$ cat src/rtl/regfile_arbiter.sv
// Round-robin arbiter with grant lock in front of a 2R/1W register file.
// Registers the winning request into the file and returns tagged, registered read responses.
module regfile_arbiter #(
  parameter int unsigned NUM_REGS     = 8,
  parameter int unsigned NUM_REGS_LOG = 3,
  parameter int unsigned DATA_WIDTH   = 16
) (
  input  logic                    clk,
  input  logic                    rst_n_i,
  // Port A
  input  logic                    a_valid_i,
  output logic                    a_ready_o,
  input  logic                    a_wen_i,
  input  logic                    a_lock_i,
  input  logic [NUM_REGS_LOG-1:0] a_ra0_i,
  input  logic [NUM_REGS_LOG-1:0] a_ra1_i,
  input  logic [NUM_REGS_LOG-1:0] a_wa_i,
  input  logic [DATA_WIDTH-1:0]   a_wd_i,
  output logic                    a_rsp_valid_o,
  output logic [DATA_WIDTH-1:0]   a_rd0_o,
  output logic [DATA_WIDTH-1:0]   a_rd1_o,
  // Port B
  input  logic                    b_valid_i,
  output logic                    b_ready_o,
  input  logic                    b_wen_i,
  input  logic                    b_lock_i,
  input  logic [NUM_REGS_LOG-1:0] b_ra0_i,
  input  logic [NUM_REGS_LOG-1:0] b_ra1_i,
  input  logic [NUM_REGS_LOG-1:0] b_wa_i,
  input  logic [DATA_WIDTH-1:0]   b_wd_i,
  output logic                    b_rsp_valid_o,
  output logic [DATA_WIDTH-1:0]   b_rd0_o,
  output logic [DATA_WIDTH-1:0]   b_rd1_o,
  // Register file
  output logic                    rf_wen_o,
  output logic [NUM_REGS_LOG-1:0] rf_ra0_o,
  output logic [NUM_REGS_LOG-1:0] rf_ra1_o,
  output logic [NUM_REGS_LOG-1:0] rf_wa_o,
  output logic [DATA_WIDTH-1:0]   rf_wd_o,
  input  logic [DATA_WIDTH-1:0]   rf_rd0_i,
  input  logic [DATA_WIDTH-1:0]   rf_rd1_i
);

  if (NUM_REGS != (1 << NUM_REGS_LOG)) begin : gen_param_check
    $error("NUM_REGS must equal 2**NUM_REGS_LOG");
  end

  typedef enum logic [1:0] {StUnlocked, StLockA, StLockB} state_e;

  state_e                  state_q, state_d;
  logic                    prio_q, prio_d;  // 0: A wins a tie, 1: B wins a tie
  logic                    grant_a, grant_b, accept;
  logic                    elig_a, elig_b;

  logic                    rf_wen_q, rf_wen_d;
  logic [NUM_REGS_LOG-1:0] rf_ra0_q, rf_ra0_d, rf_ra1_q, rf_ra1_d, rf_wa_q, rf_wa_d;
  logic [DATA_WIDTH-1:0]   rf_wd_q, rf_wd_d;

  // Stage 1 tag: beat on the rf bus this cycle and which port issued it
  logic                    s1_valid_q, s1_valid_d, s1_port_q, s1_port_d;
  logic                    a_rsp_q, a_rsp_d, b_rsp_q, b_rsp_d;
  logic [DATA_WIDTH-1:0]   a_rd0_q, a_rd0_d, a_rd1_q, a_rd1_d;
  logic [DATA_WIDTH-1:0]   b_rd0_q, b_rd0_d, b_rd1_q, b_rd1_d;

  always_comb begin
    elig_a  = a_valid_i && (state_q != StLockB);
    elig_b  = b_valid_i && (state_q != StLockA);
    grant_a = elig_a && (!elig_b || !prio_q);
    grant_b = elig_b && !grant_a;
    accept  = grant_a || grant_b;

    state_d = state_q;
    prio_d  = prio_q;
    if (grant_a) begin
      state_d = a_lock_i ? StLockA : StUnlocked;
      if (!a_lock_i) prio_d = 1'b1;
    end else if (grant_b) begin
      state_d = b_lock_i ? StLockB : StUnlocked;
      if (!b_lock_i) prio_d = 1'b0;
    end
  end

  always_comb begin
    rf_wen_d = 1'b0;
    rf_ra0_d = rf_ra0_q;
    rf_ra1_d = rf_ra1_q;
    rf_wa_d  = rf_wa_q;
    rf_wd_d  = rf_wd_q;
    if (grant_a) begin
      rf_wen_d = a_wen_i;
      rf_ra0_d = a_ra0_i;
      rf_ra1_d = a_ra1_i;
      rf_wa_d  = a_wa_i;
      rf_wd_d  = a_wd_i;
    end else if (grant_b) begin
      rf_wen_d = b_wen_i;
      rf_ra0_d = b_ra0_i;
      rf_ra1_d = b_ra1_i;
      rf_wa_d  = b_wa_i;
      rf_wd_d  = b_wd_i;
    end
  end

  // Read data is captured on the same edge that commits the beat's own write, so it is pre-write.
  always_comb begin
    s1_valid_d = accept;
    s1_port_d  = grant_b;
    a_rsp_d    = s1_valid_q && !s1_port_q;
    b_rsp_d    = s1_valid_q && s1_port_q;
    a_rd0_d    = a_rsp_d ? rf_rd0_i : a_rd0_q;
    a_rd1_d    = a_rsp_d ? rf_rd1_i : a_rd1_q;
    b_rd0_d    = b_rsp_d ? rf_rd0_i : b_rd0_q;
    b_rd1_d    = b_rsp_d ? rf_rd1_i : b_rd1_q;
  end

  always_ff @(posedge clk or negedge rst_n_i) begin
    if (!rst_n_i) begin
      state_q    <= StUnlocked;
      prio_q     <= 1'b0;
      rf_wen_q   <= 1'b0;
      rf_ra0_q   <= '0;
      rf_ra1_q   <= '0;
      rf_wa_q    <= '0;
      rf_wd_q    <= '0;
      s1_valid_q <= 1'b0;
      s1_port_q  <= 1'b0;
      a_rsp_q    <= 1'b0;
      b_rsp_q    <= 1'b0;
      a_rd0_q    <= '0;
      a_rd1_q    <= '0;
      b_rd0_q    <= '0;
      b_rd1_q    <= '0;
    end else begin
      state_q    <= state_d;
      prio_q     <= prio_d;
      rf_wen_q   <= rf_wen_d;
      rf_ra0_q   <= rf_ra0_d;
      rf_ra1_q   <= rf_ra1_d;
      rf_wa_q    <= rf_wa_d;
      rf_wd_q    <= rf_wd_d;
      s1_valid_q <= s1_valid_d;
      s1_port_q  <= s1_port_d;
      a_rsp_q    <= a_rsp_d;
      b_rsp_q    <= b_rsp_d;
      a_rd0_q    <= a_rd0_d;
      a_rd1_q    <= a_rd1_d;
      b_rd0_q    <= b_rd0_d;
      b_rd1_q    <= b_rd1_d;
    end
  end

  assign a_ready_o     = grant_a && rst_n_i;
  assign b_ready_o     = grant_b && rst_n_i;
  assign rf_wen_o      = rf_wen_q;
  assign rf_ra0_o      = rf_ra0_q;
  assign rf_ra1_o      = rf_ra1_q;
  assign rf_wa_o       = rf_wa_q;
  assign rf_wd_o       = rf_wd_q;
  assign a_rsp_valid_o = a_rsp_q;
  assign b_rsp_valid_o = b_rsp_q;
  assign a_rd0_o       = a_rd0_q;
  assign a_rd1_o       = a_rd1_q;
  assign b_rd0_o       = b_rd0_q;
  assign b_rd1_o       = b_rd1_q;

endmodule
$ cat config.mk
export PLATFORM = sky130hd
export DESIGN_NAME = regfile_arbiter
export DESIGN_NICKNAME = d
export VERILOG_FILES = /design/src/rtl/regfile_arbiter.sv
export SDC_FILE = /design/constraint.sdc
export NUM_CORES = 1
export LEC_CHECK = 0
export ABC_AREA = 1
export BUFFER_PORTS_ARGS = -buffer_cell sky130_fd_sc_hd__buf_2
export CAP_MARGIN = 25
export CORE_ASPECT_RATIO = 0.75
export CORE_MARGIN = 8
export CORE_UTILIZATION = 50
export CTS_CLUSTER_DIAMETER = 120
export DETAILED_ROUTE_END_ITERATION = 10
export GPL_TIMING_DRIVEN = 0
export PLACE_DENSITY = 0.87
export SKIP_CTS_REPAIR_TIMING = 1
export SLEW_MARGIN = 40
export SYNTH_ARGS = -nofsm -noshare
export SYNTH_HDL_FRONTEND = slang
export SYNTH_SLANG_ARGS = --single-unit
$ cat constraint.sdc
create_clock -name clk -period 2.84 [get_ports clk]
set_input_delay 0.284 -clock clk [delete_from_list [all_inputs] [get_ports clk]]
set_output_delay 0.284 -clock clk [all_outputs]
set_load 0.005 [all_outputs]
# Yosys cells after proc, flatten, opt, wreduce, memory -nomap -nowiden
# Index checks and enable logic that the tools add are counted.
[totals]
ff_bits = 97
latchBits = 0
ramBits = 0
mem_bits_ro = 0
inputBits = 90
output_inout_bits = 94
elab_cells = 53
memories = 0
[op_classes]
add_sub_neg = 0
n_mul = 0
div_mod_pow = 0
magnitude_cmp = 0
n_eq_ne = 4
n_shift = 0
muxes = 18
bitwise_logic = 0
n_reduce_logical = 16
[ops]
columns = ["cell", "count"]
rows = [
  ["16-bit two-way mux", 2],
  ["3-bit two-way mux", 6],
  ["1-bit logical AND", 8],
  ["1-bit two-way mux", 7],
  ["2-bit two-way mux", 3],
  ["1-bit zero test", 4],
  ["2-bit by 1-bit != test with 1-bit output, second input constant", 2],
  ["2-bit != test, second input constant", 2],
  ["3-bit AND reduction", 1],
  ["1-bit logical OR", 2],
  ["2-bit nonzero test", 1],
]

# Depth between registers and ports, before layout
# Gate-level depths: netlist of the first run.
[depth]
depth_word = 9
mapped_depth = 9
mapped_depth_nobuf = 7

# Least setup slack after synthesis of the first run
# No wires, ideal clock.
[synth_path]
path_kind = "reg-to-output"
start = "register state_q[1]"
end = "output b_ready_o"
t_arrival_ns = 1.048
required_ns = 2.556
setup_slack_ns = 1.508
path_stages_with_launch = 7
path_buffers = 2
path_cell_list = "dfrtp_1 > inv_2 > nand2_1 > nand2_1 > buf_6 > buf_6 > nor3_1"
[synth_via]
elab_chain_cells = 8
word_cells_on_any_way = 10
classes_between = "eq/ne: 2; reduce/logical: 8"
[synth_rtl]
columns = ["item", "line", "source"]
rows = [
  ["start: declaration", "50", "state_e state_q, state_d;"],
  ["start signal: assignment", "118", "state_q <= StUnlocked;"],
  ["start signal: assignment", "134", "state_q <= state_d;"],
  ["2-bit by 1-bit != test with 1-bit output", "67", "elig_b = b_valid_i && (state_q != StLockA);"],
  ["1-bit logical AND", "67", ""],
  ["1-bit zero test", "68", "grant_a = elig_a && (!elig_b || !prio_q);"],
  ["1-bit logical OR", "68", ""],
  ["1-bit logical AND", "68", ""],
  ["1-bit zero test", "69", "grant_b = elig_b && !grant_a;"],
  ["1-bit logical AND (*)", "69", ""],
  ["1-bit logical AND (*)", "153", "assign b_ready_o = grant_b && rst_n_i;"],
  ["end: declaration", "24", "output logic b_ready_o,"],
]
# Every way passes the cells marked *; elsewhere a longest branch is shown, timed or not.

# Final worst setup path of the first run
[layout_path]
start = "input rst_n_i"
end = "output b_ready_o"
[layout_via]
elab_chain_cells = 1
[layout_rtl]
columns = ["item", "line", "source"]
rows = [
  ["start: declaration", "9", "input logic rst_n_i,"],
  ["1-bit logical AND", "153", ""],
]
# Every way passes these cells.

==> results.sh, run 1 <==
export IMPL_outcome="complete, no violations"
export IMPL_critPathTopFamily="buffers and inverters"
export IMPL_start_util=0.516
export IMPL_max_freq_mhz=437
export IMPL_crit_type="in -> out"
export IMPL_grt_pass1_wl_um=19700
export IMPL_firstDrtPassIters=5
export IMPL_cp_arrival_ns=2.01
export IMPL_synth_fp_nets=558
export IMPL_setup_viol_count_final=0
export IMPL_cts_htree_levels=3
export IMPL_die_h_um=94.3
export IMPL_rr_worst_depth=5
export IMPL_io_buffer_count=183
export IMPL_p_total_mw=4.84
export IMPL_finalClockSkew_ns=0.0104
export IMPL_start_kind="primary input"
export IMPL_p_leak_nw=3.08
export IMPL_fp_dieArea_sq_um=11400
export IMPL_hold_class="in -> reg"
export IMPL_synth_largest_area_cell="dfrtp_1"
export IMPL_crit_path_cell_trace="dlygate4sd3_1 > buf_6 > buf_16 > inv_1 > nor3_1 > buf_2"
export IMPL_yosysSeqAreaShare=0.594
export IMPL_dp_cells=757
export IMPL_cap_viol_max_count=0
export IMPL_insertion_delay_ns=0.36
export IMPL_worst_path_stages=6
export IMPL_io_pins=184
export IMPL_grt_max_degree=51
export IMPL_cts_sinks=97
export IMPL_gp_congestion=0.841
export IMPL_whs_path_depth=3
export IMPL_rrSetupSlack_ns=1.46
export IMPL_ant_nets=0
export IMPL_drt_wl_total_um=12400
export IMPL_rows=28
export IMPL_hold_violations=0
export IMPL_utilization=0.678
export IMPL_cts_tree="done"
export IMPL_remaining_drc_errors=0
export IMPL_yosysTopAreaCellShare=0.594
export IMPL_numCtsBuffers=9
export IMPL_final_cells=774
export IMPL_die_w_um=120
export IMPL_overflow=0
export IMPL_end_kind="primary output"
export IMPL_tns_ns=0
export IMPL_syn_to_final_growth_pct=31.3
export IMPL_synthCells=468
export IMPL_fin_nets=754
export IMPL_core_sq_um=7920
export IMPL_yosys_warnings=0
export IMPL_crit_slowest_cell="dlygate4sd3_1"
export IMPL_vdd_drop_max_uv=429
export IMPL_power_density_nw_per_um2=902
export IMPL_fin_crit_ns=2.29
export IMPL_cts_root_buf="clkbuf_8"
export IMPL_routedWlPerCell_um=16.0
export IMPL_critical_path_required_ns=2.56
export IMPL_synthTopCellsByArea="dfrtp_1 (59%), nand2_1 (11%), nand3_1 (9.3%)"
export IMPL_slew_headroom=0.674
export IMPL_first_iter_violations=316
export IMPL_maxSlewViolCount=0
export IMPL_crit_path_max_incr_delay_ns=0.56
export IMPL_synth_area_per_cell_sq_um=8.73
export IMPL_antenna_found_initial=0
export IMPL_synth_seq_cells=97
export IMPL_hpwl_um=9610
export IMPL_grt_setup_unrepaired="false"
export IMPL_worst_pin_slew_ns=0.489
export IMPL_path_clk_slew_ns=0.09
export IMPL_period_share=0.806
export IMPL_clockBufferDepth=2
export IMPL_critPathBufInv=5
export IMPL_layout_drive_gt1_share=0.332
export IMPL_grt_pass1_vias=4078
export IMPL_vias_per_cell=5.10
export IMPL_num_antenna_cells=0
export IMPL_whs_ns=0.147
export IMPL_path_max_fanout=50
export IMPL_grt_usage=0.215
export IMPL_synthesis_area_sq_um=4090
export IMPL_vias=3948
export IMPL_ys_types=19
[cell usage after synthesis]
| library cell | instances |
|---|---|
| o21ai_1 | 1 |
| clkbuf_1 | 11 |
| o21ai_0 | 65 |
| clkinv_1 | 2 |
| nand3b_1 | 1 |
| buf_1 | 1 |
| nand3_1 | 76 |
| inv_2 | 2 |
| nor2_1 | 4 |
| nand3_2 | 1 |
| nand2_1 | 123 |
| nand2_2 | 2 |
| buf_2 | 10 |
| dfrtp_1 | 97 |
| o22ai_1 | 1 |
| inv_1 | 63 |
| a21oi_4 | 1 |
| buf_6 | 6 |
| nor3_1 | 1 |
[final timing paths]
path                                start       endpoint
max in group asynchronous         rst_n_i    rf_ra0_o[2]
worst min register to register  s1_port_q  a_rsp_valid_o
worst max-delay path              rst_n_i      b_ready_o
min in group asynchronous         rst_n_i     b_rd1_o[0]
worst min-delay path              a_wen_i       rf_wen_o
worst max register to register  s1_port_q    a_rd1_o[14]
[area by class of cell]
| class | instances | area (sq um) |
|---|---|---|
| Buffer | 28 | 163 |
| Clock buffer | 9 | 124 |
| Clock inverter | 7 | 63.8 |
| Fill cell | 651 | 2550 |
| Inverter | 67 | 251 |
| Multi-Input combinational cell | 276 | 1240 |
| Sequential cell | 97 | 2430 |
| Tap cell | 105 | 131 |
| Timing Repair Buffer | 185 | 960 |
[metrics by stage]
step	worst slack (ns)	cell area, sq um
after floorplan	1.51	4090
after global placement	0.0632	5130
after detailed placement	1.10	5170
after CTS	0.861	5360
after global routing	0.375	5370
final	0.551	5370
[worst min-delay path: cells and delay by family]
| family | cells | cell delay (ns) |
|---|---|---|
| AND/OR/NAND/NOR | 2 | 0.10 |
| buffers and inverters | 1 | 0.08 |
[cell families after synthesis]
group / share of synthesized area
AOI/OAI and AO/OA: 0.0863
DFF: 0.594
buffers and inverters: 0.101
and+or+nand+nor: 0.218
[where the power goes]
group          switching, mW  internal [mW]  leakage [nW]
Sequential             0.324           1.93          1.18
Clock                  0.511          0.334        0.0930
Combinational          0.992          0.754          1.80
[layer usage]
layer	track usage	vias up	wire (um)
met1	0.252	1870	5040
met5	0	-	0
li1	-	1867	-
met2	0.360	198	5900
met4	0.0518	0	105
met3	0.0925	13	1330
[placed cells by master, fill, tap and decap left out, types with 2 or more instances in the layout]
cell type,instances
nand2_2,2
dfrtp_1,97
buf_2,192
o21ai_0,65
clkbuf_8,9
clkinv_4,2
clkinv_1,2
nor2_1,4
inv_6,2
inv_2,2
clkbuf_1,11
nand3_1,76
nand2_1,123
inv_1,63
buf_6,7
[flip-flops by register name, summed over array words and instances (netlist names), 2 cells and up]
name	count
a_rd0_o	16
rf_ra0_o	3
b_rd0_o	16
b_rd1_o	16
rf_wa_o	3
state_q	2
rf_ra1_o	3
a_rd1_o	16
rf_wd_o	16
Power figures use the tool's default switching activity.
==> run 2, diff against run 1 <==
--- a/config.mk
+++ b/config.mk
@@ -10,11 +10,11 @@
 export CAP_MARGIN = 25
 export CORE_ASPECT_RATIO = 0.75
 export CORE_MARGIN = 8
-export CORE_UTILIZATION = 50
+export CORE_UTILIZATION = 42
 export CTS_CLUSTER_DIAMETER = 120
 export DETAILED_ROUTE_END_ITERATION = 10
 export GPL_TIMING_DRIVEN = 0
-export PLACE_DENSITY = 0.87
+export PLACE_DENSITY = 0.78
 export SKIP_CTS_REPAIR_TIMING = 1
 export SLEW_MARGIN = 40
 export SYNTH_ARGS = -nofsm -noshare
==> constraint.sdc (replaced) <==
create_clock -name clk -period 2 [get_ports clk]
set_input_delay 0.2 -clock clk [delete_from_list [all_inputs] [get_ports clk]]
set_output_delay 0.2 -clock clk [all_outputs]
set_load 0.005 [all_outputs]
==> results.sh, run 2 (synthesis gave the netlist of run 1 again) <==
export IMPL_path_clk_slew_ns=0.07
export IMPL_die_h_um=101
export IMPL_grt_usage=0.194
export IMPL_fp_dieArea_sq_um=13200
export IMPL_cts_root_buf="clkbuf_16"
export IMPL_gp_congestion=0.852
export IMPL_p_sw_frac=0.361
export IMPL_cts_htree_levels=3
export IMPL_setup_viol_count_final=0
export IMPL_cts_tree="done"
export IMPL_crit_path_cell_trace="inv_2 > nand2_1 > nand3_2 > nand2_2 > inv_1 > nor3_1 > buf_2"
export IMPL_fin_crit_ns=1.82
export IMPL_overflow=0
export IMPL_cts_sinks=97
export IMPL_grt_max_degree=57
export IMPL_power_density_nw_per_um2=1340
export IMPL_path_max_fanout=8
export IMPL_grt_setup_unrepaired="false"
export IMPL_hold_violations=0
export IMPL_fin_ws_ns=0.179
export IMPL_critPathBufInv=3
export IMPL_clockBufferDepth=2
export IMPL_p_leak_nw=3.13
export IMPL_numCtsBuffers=9
export IMPL_grt_pass1_vias=4102
export IMPL_grt_pass1_wl_um=20200
export IMPL_cap_viol_max_count=0
export IMPL_insertion_delay_ns=0.34
export IMPL_outcome="complete, no violations"
export IMPL_antenna_found_initial=0
export IMPL_tns_ns=0
export IMPL_cp_arrival_ns=1.62
export IMPL_finalClockSkew_ns=0.00718
export IMPL_vias=3987
export IMPL_start_util=0.427
export IMPL_intPower_mw=4.72
export IMPL_num_antenna_cells=0
export IMPL_mostFrequentLayoutCells="buf_2 (192), nand2_1 (123), dfrtp_1 (97), nand3_1 (76), o21ai_0 (65)"
export IMPL_period_share=0.910
export IMPL_rows=31
export IMPL_slew_headroom=0.642
export IMPL_final_common_cell="buf_2"
export IMPL_crit_slowest_cell="dfrtp_1"
export IMPL_worst_pin_slew_ns=0.537
export IMPL_fin_nets=754
export IMPL_p_total_mw=7.38
export IMPL_crit_type="reg -> out"
export IMPL_core_sq_um=9580
export IMPL_p_switching_mw=2.66
export IMPL_pwr_share_comb=0.335
export IMPL_die_w_um=130
export IMPL_finalInstanceArea_sq_um=5510
export IMPL_layout_drive_gt1_share=0.332
export IMPL_place_area_sq_um=5200
export IMPL_vdd_drop_max_uv=523
export IMPL_p_clk_frac=0.230
export IMPL_syn_to_final_growth_pct=34.8
export IMPL_maxSlewViolCount=0
export IMPL_io_pins=184
export IMPL_hpwl_um=9680
export IMPL_first_iter_violations=270
export IMPL_critical_path_required_ns=1.80
export IMPL_ant_nets=0
export IMPL_firstDrtPassIters=5
export IMPL_start_kind="flop"
export IMPL_max_freq_mhz=549
export IMPL_io_buffer_count=183
export IMPL_drt_wl_total_um=12600
export IMPL_critPathTopFamily="simple AND/OR/NAND/NOR gates"
export IMPL_vias_per_cell=4.98
export IMPL_pre_cts_slack_ns=0.534
export IMPL_hold_class="in -> reg"
export IMPL_crit_path_max_incr_delay_ns=0.43
export IMPL_remaining_drc_errors=0
export IMPL_seq_power_share=0.435
export IMPL_end_kind="primary output"
export IMPL_routedWlPerCell_um=15.7
run 2: cell types whose count changed in the layout (fill, tap and decap cells not counted), sizes merged:
cell / change
inv: +2
clkbuf: +1
clkinv: -3
run 2: final timing paths:
path                            cells past startpoint             to  slack [ns]       start
worst min register to register                      1  a_rsp_valid_o        0.45   s1_port_q
worst max register to register                      4     b_rd1_o[0]        0.55   s1_port_q
min in group asynchronous                           2     b_rd0_o[4]        0.34     rst_n_i
worst max-delay path                                7      b_ready_o        0.18  state_q[1]
worst min-delay path                                3       rf_wen_o        0.08     a_wen_i
max in group asynchronous                           3     rf_wa_o[0]        1.08     rst_n_i
run 2: metrics by stage:
| step | hold WS (ns) | util | std cells |
|---|---|---|---|
| 2_1_floorplan | -0.0956 | - | 468 |
| 3_3_place_gp | 0.418 | 0.539 | 783 |
| 3_5_place_dp | 0.109 | 0.543 | 784 |
| 4_1_cts | -0.263 | 0.574 | 800 |
| 5_1_grt | 0.0791 | 0.575 | 801 |
| 6_report | 0.0804 | 0.575 | 801 |
run 2: worst reg2reg max path, cell delays in order, from the launching register on:
cell and delay [ns]:
dfrtp_1 0.38, nand2_1 0.08, buf_2 0.22, clkbuf_1 0.46
o21ai_0 0.17
run 2: metal layers:
metal  track usage  wire (um)
met1         0.240       5140
met4        0.0614        180
met3        0.0647       1390
met5             0          0
met2         0.315       5900
run 2: power by group through the flow:
stage	Sequential (mW)	Combinational (mW)	Clock (mW)
after floorplan	3.24	1.10	0
after global placement	3.18	2.43	0
after detailed placement	3.23	2.51	0
after CTS	3.21	2.52	1.74
after global routing	3.31	2.81	1.82
final	3.21	2.47	1.70
run 2: cell type report:
cell class / instances / area (sq um)
flip-flops and latches: 97 / 2430
well taps: 132 / 165
multi-input cells: 276 / 1240
repair buffers: 185 / 963
clock inverters: 6 / 56.3
clock buffers: 10 / 239
fillers: 852 / 4070
inverters: 67 / 251
plain buffers: 28 / 163
==> run 3, diff against run 2 <==
==> constraint.sdc (replaced) <==
create_clock -name clk -period 1.6 [get_ports clk]
set_input_delay 0.16 -clock clk [delete_from_list [all_inputs] [get_ports clk]]
set_output_delay 0.16 -clock clk [all_outputs]
set_load 0.005 [all_outputs]
==> results.sh, run 3 (synthesis gave the netlist of run 1 again) <==
export IMPL_finalClockSkew_ns=0.00722
export IMPL_io_pins=184
export IMPL_path_clk_slew_ns=0.06
export IMPL_start_kind="flop"
export IMPL_grt_usage=0.194
export IMPL_insertion_delay_ns=0.34
export IMPL_max_freq_mhz=635
export IMPL_slew_headroom=0.639
export IMPL_numCtsBuffers=9
export IMPL_fin_ws_ns=0.0249
export IMPL_critical_path_required_ns=1.44
export IMPL_start_util=0.427
export IMPL_antenna_found_initial=1
export IMPL_cts_tree="done"
export IMPL_fillerInstances=847
export IMPL_worst_pin_slew_ns=0.541
export IMPL_fp_dieArea_sq_um=13200
export IMPL_die_h_um=101
export IMPL_io_buffer_count=183
export IMPL_end_kind="primary output"
export IMPL_maxSlewViolCount=0
export IMPL_first_iter_violations=262
export IMPL_die_w_um=130
export IMPL_p_leak_nw=3.19
export IMPL_whs_ns=0.0456
export IMPL_cts_htree_levels=3
export IMPL_period_share=0.984
export IMPL_clockBufferDepth=2
export IMPL_outcome="complete, no violations"
export IMPL_vdd_drop_max_uv=653
export IMPL_dp_cells=784
export IMPL_vias=4075
export IMPL_cts_sinks=97
export IMPL_overflow=0
export IMPL_fin_crit_ns=1.58
export IMPL_mostFrequentLayoutCells="buf_2 (192), nand2_1 (121), dfrtp_1 (96), nand3_1 (76), o21ai_0 (65)"
export IMPL_multi_input_area_sq_um=1280
export IMPL_ant_nets=0
export IMPL_final_common_cell="buf_2"
export IMPL_hold_class="in -> reg"
export IMPL_cp_arrival_ns=1.42
export IMPL_grt_setup_unrepaired="true"
export IMPL_cap_viol_max_count=0
export IMPL_grt_pass1_wl_um=20200
export IMPL_hpwl_um=9680
export IMPL_gp_congestion=0.852
export IMPL_path_max_fanout=4
export IMPL_p_total_mw=9.38
export IMPL_hold_violations=0
export IMPL_final_cells=810
export IMPL_crit_type="reg -> out"
export IMPL_grt_max_degree=57
export IMPL_setup_viol_count_final=0
export IMPL_crit_slowest_cell="dfrtp_1"
export IMPL_register_area_sq_um=2430
export IMPL_layout_drive_gt1_share=0.351
export IMPL_drt_wl_total_um=13000
export IMPL_firstDrtPassIters=4
export IMPL_cts_root_buf="clkbuf_16"
export IMPL_rows=31
export IMPL_pre_cts_slack_ns=0.144
export IMPL_crit_path_cell_trace="inv_2 > a21oi_4 > nand2_4 > buf_8 > nor2_4 > buf_2"
export IMPL_fin_nets=763
export IMPL_grt_pass1_vias=4102
export IMPL_core_sq_um=9580
export IMPL_crit_path_max_incr_delay_ns=0.41
export IMPL_remaining_drc_errors=0
export IMPL_vias_per_cell=5.03
export IMPL_power_density_nw_per_um2=1660
export IMPL_routedWlPerCell_um=16.1
export IMPL_syn_to_final_growth_pct=37.9
export IMPL_num_antenna_cells=0
run 3: changes by cell type in the layout (fill, tap and decap cells not counted), sizes merged:
cell	previous run	this run
buf	201	210
run 3: path summary, 6_finish.rpt:
check | start | endpoint | slack, ns | depth (start not counted)
worst max-delay path | state_q[0] | a_ready_o | 0.02 | 6
worst min-delay path | a_wen_i | rf_wen_o | 0.05 | 3
worst max register to register | state_q[1] | rf_wd_o[10] | 0.12 | 10
worst min register to register | s1_port_q | a_rsp_valid_o | 0.45 | 1
max in group asynchronous | rst_n_i | state_q[1] | 0.75 | 3
min in group asynchronous | rst_n_i | a_rd0_o[3] | 0.57 | 3
run 3: cell type report:
class | instances | share of cell area
plain buffers | 27 | 0.0275
clock buffers | 10 | 0.0424
clock inverters | 6 | 0.00999
inverters | 67 | 0.0446
multi-input cells | 276 | 0.227
flip-flops and latches | 97 | 0.431
well taps | 132 | 0.0293
repair buffers | 195 | 0.188
run 3: layer usage:
metal  global-route usage  part of all wire  routed length, um  vias up
met3               0.0647              0.11               1430       25
li1                     -                 -                  -     1888
met2                0.315              0.47               6130      210
met1                0.240              0.40               5230     1950
met5                    0           0.00077                 10        -
met4               0.0614             0.017                216        2
run 3: where the power goes:
group | internal [mW] | switching (mW) | total, mW | leakage, nW
combinational | 1.42 | 1.81 | 3.23 | 1.86
sequential | 3.43 | 0.605 | 4.03 | 1.18
clock | 1.13 | 0.983 | 2.12 | 0.144
run 3: worst max-delay path: cells and delay by family (launching register included):
kind | cells | cell delay, ns
AOI/OAI and AO/OA | 1 | 0.20
DFF | 1 | 0.41
buffers and inverters | 3 | 0.33
and+or+nand+nor | 2 | 0.15
run 3: stage by stage:
stage / util / setup TNS [ns] / instance area, sq um
after floorplan: - / 0 / 4090
after global placement: 0.539 / -55.46 / 5170
after detailed placement: 0.543 / 0 / 5200
after CTS: 0.574 / -0.411 / 5500
after global routing: 0.588 / -0.114 / 5630
final: 0.588 / 0 / 5630
